$ cat config.mk
export PLATFORM = sky130hd
export DESIGN_NAME = fetch_ctrl
export DESIGN_NICKNAME = d
export VERILOG_FILES = /design/src/rtl/fetch_ctrl.sv
export SDC_FILE = /design/constraint.sdc
export NUM_CORES = 1
export LEC_CHECK = 0
export BUFFER_PORTS_ARGS = -buffer_cell sky130_fd_sc_hd__buf_4
export CELL_PAD_IN_SITES_DETAIL_PLACEMENT = 0
export CELL_PAD_IN_SITES_GLOBAL_PLACEMENT = 2
export CORE_UTILIZATION = 26
export DETAILED_ROUTE_END_ITERATION = 10
export HOLD_SLACK_MARGIN = 0.08
export MAX_ROUTING_LAYER = met4
export PLACE_DENSITY_LB_ADDON = 0.3
export SKIP_CTS_REPAIR_TIMING = 1
export SLEW_MARGIN = 25
export SYNTH_ARGS = -nofsm -noshare
export SYNTH_HDL_FRONTEND = slang
export SYNTH_SLANG_ARGS = --single-unit
export TNS_END_PERCENT = 1
$ cat constraint.sdc
create_clock -name clk -period 2.1 [get_ports clk]
set_input_delay 0.21 -clock clk [delete_from_list [all_inputs] [get_ports clk]]
set_output_delay 0.21 -clock clk [all_outputs]
set_load 0.01 [all_outputs]
$ cat src/rtl/fetch_ctrl.sv
// fetch_ctrl: single-issue instruction fetch stage.
// Holds the PC and presents one registered fetch packet to decode with a
// valid/ready handshake. Misaligned or out-of-range fetches become exception
// packets that park the stage until a redirect arrives.
module fetch_ctrl #(
  parameter logic [63:0] RESET_PC  = 64'h0,
  parameter int          MEM_WORDS = 2048
) (
  input  logic        clk,
  input  logic        rst,
  output logic [63:0] pc_addr,
  input  logic [31:0] instruction,
  input  logic        mem_exc_en,
  input  logic [3:0]  mem_exc_code,
  input  logic [63:0] mem_exc_val,
  input  logic        redirect_en,
  input  logic [63:0] redirect_pc,
  output logic        if_valid,
  input  logic        if_ready,
  output logic [63:0] if_pc,
  output logic [31:0] if_instr,
  output logic        if_exc_en,
  output logic [3:0]  if_exc_code,
  output logic [63:0] if_exc_val
);

  localparam logic [31:0] NOP       = 32'h0000_0013;
  localparam logic [61:0] MEM_LIMIT = 62'(MEM_WORDS);

  typedef enum logic [1:0] {
    FETCH = 2'd0,
    HOLD  = 2'd1,
    FAULT = 2'd2
  } state_t;

  state_t      r_state;
  logic [63:0] r_pc;
  logic        r_if_valid;
  logic [63:0] r_if_pc;
  logic [31:0] r_if_instr;
  logic        r_if_exc_en;
  logic [3:0]  r_if_exc_code;
  logic [63:0] r_if_exc_val;

  logic w_misal;
  logic w_oor;
  logic w_exc;
  logic w_capture;

  // The fault is reported as the PC itself; the memory's own cause/value
  // fields are not forwarded, so they are deliberately left unused here.
  logic w_unused_mem_exc;
  assign w_unused_mem_exc = ^{mem_exc_code, mem_exc_val};

  // Classify the current PC and decide whether a new packet is taken this edge.
  always_comb begin
    w_misal   = (r_pc[1:0] != 2'b00);
    w_oor     = !w_misal && ((r_pc[63:2] >= MEM_LIMIT) || mem_exc_en);
    w_exc     = w_misal || w_oor;
    w_capture = 1'b0;
    case (r_state)
      FETCH:   w_capture = !r_if_valid || if_ready;
      HOLD:    w_capture = if_ready;
      default: w_capture = 1'b0;
    endcase
  end

  // Fetch FSM: reset > redirect > capture/hold/fault handling.
  always_ff @(posedge clk) begin
    if (!rst) begin
      r_state       <= FETCH;
      r_pc          <= RESET_PC;
      r_if_valid    <= 1'b0;
      r_if_pc       <= 64'h0;
      r_if_instr    <= NOP;
      r_if_exc_en   <= 1'b0;
      r_if_exc_code <= 4'd0;
      r_if_exc_val  <= 64'h0;
    end else if (redirect_en) begin
      // Drop whatever is pending, even if decode is accepting it this cycle.
      r_state     <= FETCH;
      r_pc        <= redirect_pc;
      r_if_valid  <= 1'b0;
      r_if_exc_en <= 1'b0;
    end else begin
      case (r_state)
        FETCH, HOLD: begin
          if (w_capture) begin
            r_if_valid <= 1'b1;
            r_if_pc    <= r_pc;
            if (w_exc) begin
              // Exception packet: PC stays put and the stage parks in FAULT.
              r_if_instr    <= NOP;
              r_if_exc_en   <= 1'b1;
              r_if_exc_code <= w_misal ? 4'd0 : 4'd1;
              r_if_exc_val  <= r_pc;
              r_state       <= FAULT;
            end else begin
              r_if_instr    <= instruction;
              r_if_exc_en   <= 1'b0;
              r_if_exc_code <= 4'd0;
              r_if_exc_val  <= 64'h0;
              r_pc          <= r_pc + 64'd4;
              r_state       <= FETCH;
            end
          end else begin
            // Packet valid and stalled: freeze everything.
            r_state <= HOLD;
          end
        end
        FAULT: begin
          if (r_if_valid && if_ready) r_if_valid <= 1'b0;
        end
        default: r_state <= FETCH;
      endcase
    end
  end

  assign pc_addr     = r_pc;
  assign if_valid    = r_if_valid;
  assign if_pc       = r_if_pc;
  assign if_instr    = r_if_instr;
  assign if_exc_en   = r_if_exc_en;
  assign if_exc_code = r_if_exc_code;
  assign if_exc_val  = r_if_exc_val;

endmodule

==> run summary, run 1 <==
H-Tree Depth: 1
Antenna violations before repair: 1
Maximum vdd drop: 0.633 mV
Pin count of the biggest net entering global routing: 77
Worst-Margin Slew: 910 ps
First-pass GRT wire length: 44.9 mm
Initial core utilization: 0.266
Final Net Count: 1,583
Total die area: 34,200 µm²
Status: finished, final reports clean
DR iter-0 viols: 327
Grt ovf: 0
Cell Rows: 66
# DRC: 0
Synth area leader: dfxtp_1
DR vias/cell: 4.41
Top post-synthesis cells by area: dfxtp_1 53%, a21boi_0 14%, nand2_1 10%
Critical path peak fanout: 6
Setup Crit Path Kind: reg -> reg
EDFF count, synth: 0
CTS clock-pin slew for the worst setup and hold paths: 60 ps
Area Overhead vs Synth: 63.2%
Root Driver: clkbuf_16
Clk_lat worst skew: 550 ps
Pwr dens: 784 nW/µm²
Rel. slew slack: 0.393
Filler Cells Inserted: 3,342
Port buffer count: 327
Crit path DAT: 2490 ps
Max Cap Viol: 0
Detailed-route via count: 8,282
DP HPWL: 20.9 mm
Clock Sinks: 229
Post-synthesis sequential area ratio: 0.527
Clock buffer depth: 3
Layout cells sized above 1: 0.334
Mapped Avg Cell Area: 9.16 µm²
Worst Setup Start Kind: flip-flop
CTS tree: done
DR WL/cell: 16.5 µm
Post-Synthesis Cells: 950
Hold Path Class: in -> reg
Gr usage total: 0.174
Tcrit/Tclk final: 0.964
Critical path's slowest cell: or4_1
DR pass1 iterations: 4
GP Congestion: 0.728
Die Y-Extent: 185 µm
Core Footprint: 32,700 µm²
Fin. Hold Viols: 0
Yosys warning count: 0
Count of cell types in the netlist: 42
Worst-path cell chain: nor4_2 -> buf_4 -> and3_2 -> nand4_4 -> buf_6 -> or4_1 -> a31oi_1
Achievable Freq: 494 MHz
Synth Flop Type: dfxtp_1
WP data required: 2570 ps
Leakage: 6.03 nW
Drt total wl: 30.9 mm
Vias in the first global route: 7,614
Min Tclk post-route: 2020 ps
Inserted Clock Buffers: 28
Final Setup Violations: 0
Post-synth top area share: 0.527
I/O Pins: 399
Slew Limit Fails: 0
Total power: 11.1 mW
Antenna Nets Post-Route: 0
Chip Width: 185 µm
Final TNS setup: 0 ps
RSZ-0062 raised after global routing: true
Yosys reg bits: 229
Setup Skew: 17.4 ps
Crit. End Element: flip-flop
Async S/R FF share, synth: 0
Largest stage delay, worst path: 470 ps
Synth Cell Area: 8710 µm²
cell type report:
type	count	area [µm²]	area share
Clock inverter	5	86.3	0.00608
Antenna cell	1	2.50	0.000176
Sequential cell	229	4590	0.323
Multi-Input combinational cell	646	3930	0.277
Clock buffer	47	902	0.0635
Inverter	4	15.0	0.00106
Tap cell	442	553	0.0389
Timing Repair Buffer	503	4130	0.290
worst max-delay path, delay by kind of cell (launching register included):
family                 cells  cell delay, ps
AND/OR/NAND/NOR            4            1120
AO/OA/AOI/OAI              1             170
flip-flops                 1             320
buffers and inverters      2             330
cells by family after synthesis:
| logic type | after synthesis | synth area share |
|---|---|---|
| other | 1 | 0.000431 |
| buffers and inverters | 77 | 0.0377 |
| AOI/OAI and AO/OA | 198 | 0.165 |
| adders and majority gates | 2 | 0.00287 |
| DFF | 229 | 0.527 |
| and+or+nand+nor | 391 | 0.208 |
| muxes | 52 | 0.0598 |
synthesized netlist by cell type (all sizes together) (2+ instances only):
cell    instances
a21boi        157
a21oi           4
a311oi          2
a31oi           6
and2            3
and3            3
and4            3
buf            26
clkbuf         47
dfxtp         229
ha              2
inv             4
mux2i          52
nand2         232
nand2b          2
nand3          43
nand4           7
nor2           12
nor2b          52
nor3            8
nor4           14
o211ai          2
o21ai          17
o31ai           4
or3             4
or4             4
cell usage in the layout, fill, tap and decap left out, types with 3 or more instances in the layout:
cell,synthesis,layout
a21boi_0,157,145
a21boi_1,0,12
a21oi_1,4,3
a31oi_1,6,6
and2_1,3,3
and4_4,0,3
buf_12,0,8
buf_4,3,396
clkbuf_1,47,6
clkbuf_16,0,28
clkbuf_8,0,13
conb_1,1,3
dfxtp_1,229,224
dfxtp_2,0,5
dlygate4sd3_1,0,97
inv_1,4,4
mux2i_1,52,52
nand2_1,232,232
nand3_1,43,43
nand4_1,6,6
nor2_1,12,11
nor2b_1,52,52
nor3_1,8,8
nor4_1,12,5
nor4_2,2,5
nor4_4,0,4
o21ai_0,17,17
o31ai_1,4,4
flip-flops by register name (all words and copies together) (netlist names):
signal       count
pc_addr         64
if_exc_code      1
if_pc           64
if_exc_en        1
if_valid         1
if_exc_val      64
if_instr        32
r_state          2
layer usage:
layer | wire length [µm] | vias to the layer above | GRT usage
li1 | - | 4144 | -
met1 | 13900 | 3874 | 0.218
met2 | 14400 | 225 | 0.280
met3 | 2030 | 39 | 0.0448
met4 | 584 | 0 | 0.0400
met5 | 0 | - | -
per-stage QoR:
step                      instances  setup slack (ps)  utilization  cell area, µm²  hold WS [ps]
after floorplan                 952               314            -            8710           366
after global placement         1726              -118        0.370           12100           447
after detailed placement       1726              -142        0.370           12100           455
after CTS                      1778              -163        0.401           13100          -109
after global routing           1877             -21.6        0.434           14200          81.8
final                          1877              76.3        0.434           14200          96.7
where the power goes:
| group | switching, mW | internal (mW) | total (mW) |
|---|---|---|---|
| registers | 0.134 | 4.51 | 4.65 |
| logic | 0.675 | 0.753 | 1.43 |
| clock network | 1.91 | 3.15 | 5.06 |
| total | 2.72 | 8.41 | 11.1 |
worst paths after layout:
kind	from	endpoint	slack (ps)	cells past startpoint
worst min-delay path	rst	pc_addr[12]	100	3
worst max register to register	pc_addr[56]	pc_addr[12]	80	7
worst max-delay path	pc_addr[56]	pc_addr[12]	80	7
worst min register to register	if_instr[7]	if_instr[7]	450	2
Note: power is estimated with default switching activity, not from simulation.
==> inputs of run 2 (changes only) <==
Settings changed: ABC_AREA from default to 1, CORE_UTILIZATION 26 to 24.
==> run summary, run 2 <==
Die Y-Extent: 191 µm
Clock buffer depth: 3
Worst-path cell chain: nand2_1 -> nor2_1 -> nand2_1 -> nor2_1 -> nand3_1 -> nand3_1 -> nand2_1 -> nor2_1 -> nor2_1
Min Tclk post-route: 1850 ps
Synth Area in Simple Gates: 0.258
Pin count of the biggest net entering global routing: 159
Final Setup Violations: 0
Total die area: 36,300 µm²
Final Net Count: 1,703
Setup Crit Path Kind: reg -> reg
H-Tree Depth: 1
Place WS: 192 ps
Fin. Hold Viols: 0
Most frequent cell after synthesis: nand2_1
WP data required: 2540 ps
Tcrit/Tclk final: 0.883
Yosys reg bits: 229
CP bufs+invs: 0
Detailed-route via count: 8,660
Mapped Avg Cell Area: 7.57 µm²
Pwr dens: 799 nW/µm²
Status: finished, final reports clean
Antenna Nets Post-Route: 0
GP Congestion: 0.745
Synth area leader: dfxtp_1
Rel. slew slack: 0.455
Core Footprint: 34,800 µm²
Layout cells sized above 1: 0.270
Hold Path Class: in -> reg
Post-synthesis mux area share: 0
Clk_lat worst skew: 540 ps
Filler Cells Inserted: 3,707
Leakage: 5.72 nW
Clock Sinks: 229
Top post-synthesis cells by area: dfxtp_1 54%, nand2_1 16%, a21oi_1 12%
Setup Skew: 12.4 ps
Reg2reg start: pc_addr[4]
Yosys warning count: 0
Drt total wl: 31.7 mm
Flop2flop setup slack: 250 ps
DR iter-0 viols: 318
Fin util: 0.384
Post-Synthesis Cells: 1,126
WHS Endpoint: pc_addr[24]
Synth Flop Type: dfxtp_1
CP Depth: 9
EDFF count, synth: 0
Worst Setup Start Kind: flip-flop
Hold Crit Depth: 5
Setup WS post-layout: 246 ps
Inserted Clock Buffers: 28
Crit path max-delay family: simple AND/OR/NAND/NOR gates
I/O Pins: 399
Chip Width: 191 µm
Worst-Margin Slew: 818 ps
Vias in the first global route: 8,001
Commonest non-fill, non-tap cells in the layout: 365 x nand2_1, 357 x buf_4, 229 x dfxtp_1, 204 x a21oi_1, 95 x nor2_1
DR pass1 iterations: 4
Area Overhead vs Synth: 56.5%
Most common cell after layout, fill and taps aside: nand2_1
Gr usage total: 0.171
First-pass GRT wire length: 47.2 mm
DR WL/cell: 15.8 µm
Achievable Freq: 539 MHz
Grt ovf: 0
Cell Rows: 68
Root Driver: clkbuf_16
Cell count of the worst reg-to-reg path: 9
Crit path DAT: 2290 ps
Async S/R FF share, synth: 0
HP Start: redirect_pc[24]
Synth Area in Compound Gates: 0.139
Count of cell types in the netlist: 33
Antenna violations before repair: 1
DP HPWL: 21.0 mm
Slew Limit Fails: 0
# DRC: 0
Critical path's slowest cell: dfxtp_1
Most frequent cells after synthesis: 365 x nand2_1, 229 x dfxtp_1, 204 x a21oi_1
CTS clock-pin slew for the worst setup and hold paths: 60 ps
Maximum vdd drop: 0.647 mV
Synthesized-area fraction occupied by adder cells: 0.00293
Largest family of logic cells by synthesized area: simple AND/OR/NAND/NOR gates
Max Cap Viol: 0
Worst reg2reg path endpoint: pc_addr[22]
Initial core utilization: 0.245
Largest stage delay, worst path: 490 ps
Crit. End Element: flip-flop
RSZ-0062 raised after global routing: true
Critical path peak fanout: 7
Post-synthesis sequential area ratio: 0.537
Xor and xnor area share after synthesis: 0.00821
Post-synth top area share: 0.537
Cell mode on critical path: nor2_1
DR vias/cell: 4.31
Synth Cell Area: 8530 µm²
CTS tree: done
Port buffer count: 327
==> run 2: worst max path at each step <==
| stage | start | end |
|---|---|---|
| floorplan | pc_addr[2] | pc_addr[22] |
| detailed placement | pc_addr[34] | if_instr[30] |
| finish | pc_addr[4] | pc_addr[22] |
| global placement | pc_addr[34] | if_instr[13] |
| CTS | pc_addr[34] | if_instr[28] |
| global route | pc_addr[18] | pc_addr[27] |
==> run 2: through the flow <==
step / setup TNS, ps / hold slack, ps / total power, mW / area, µm² / instances
6_report: 0 / 0.195 / 10.7 / 13400 / 2007
5_1_grt: -23.5 / 80.7 / 11.2 / 13400 / 2007
4_1_cts: 0 / -144 / 10.7 / 12500 / 1919
3_5_place_dp: 0 / 418 / 5.99 / 11600 / 1870
3_3_place_gp: 0 / 415 / 5.99 / 11600 / 1870
2_1_floorplan: 0 / 339 / 5.31 / 8540 / 1128
==> run 2: cell families after synthesis <==
kind of cell    count (synthesis)
compound gates                235
xor+xnor                        8
fa+ha+maj                       2
buf+inv                       109
flops                         229
other cells                     1
simple gates                  542
==> run 2: layer usage <==
metal  global-route usage  routed length, µm  up-vias
met5                    -                  0        -
met4               0.0440                639        0
met1                0.217              14500     3938
li1                     -                  -     4456
met3               0.0370               1750       41
met2                0.275              14800      225
==> run 2: layout make-up <==
type / count / area (µm²) / area share
Clock inverter: 7 / 41.3 / 0.00309
Sequential cell: 229 / 4580 / 0.343
Antenna cell: 1 / 2.50 / 0.000187
Clock buffer: 42 / 845 / 0.0632
Inverter: 33 / 133 / 0.00993
Timing Repair Buffer: 450 / 3670 / 0.275
Tap cell: 455 / 569 / 0.0426
Multi-Input combinational cell: 790 / 3510 / 0.263
==> run 2: report_power, final <==
part	switching, mW	total [mW]	internal, mW
sequential	0.139	4.66	4.52
combinational	0.714	1.35	0.640
clock	1.90	4.65	2.75
total	2.76	10.7	7.91
==> run 2: worst min-delay path, stage by stage <==
cell and delay, ps:
buf_4 80, o211ai_1 70, inv_1 50, o21ai_0 60
inv_1 50
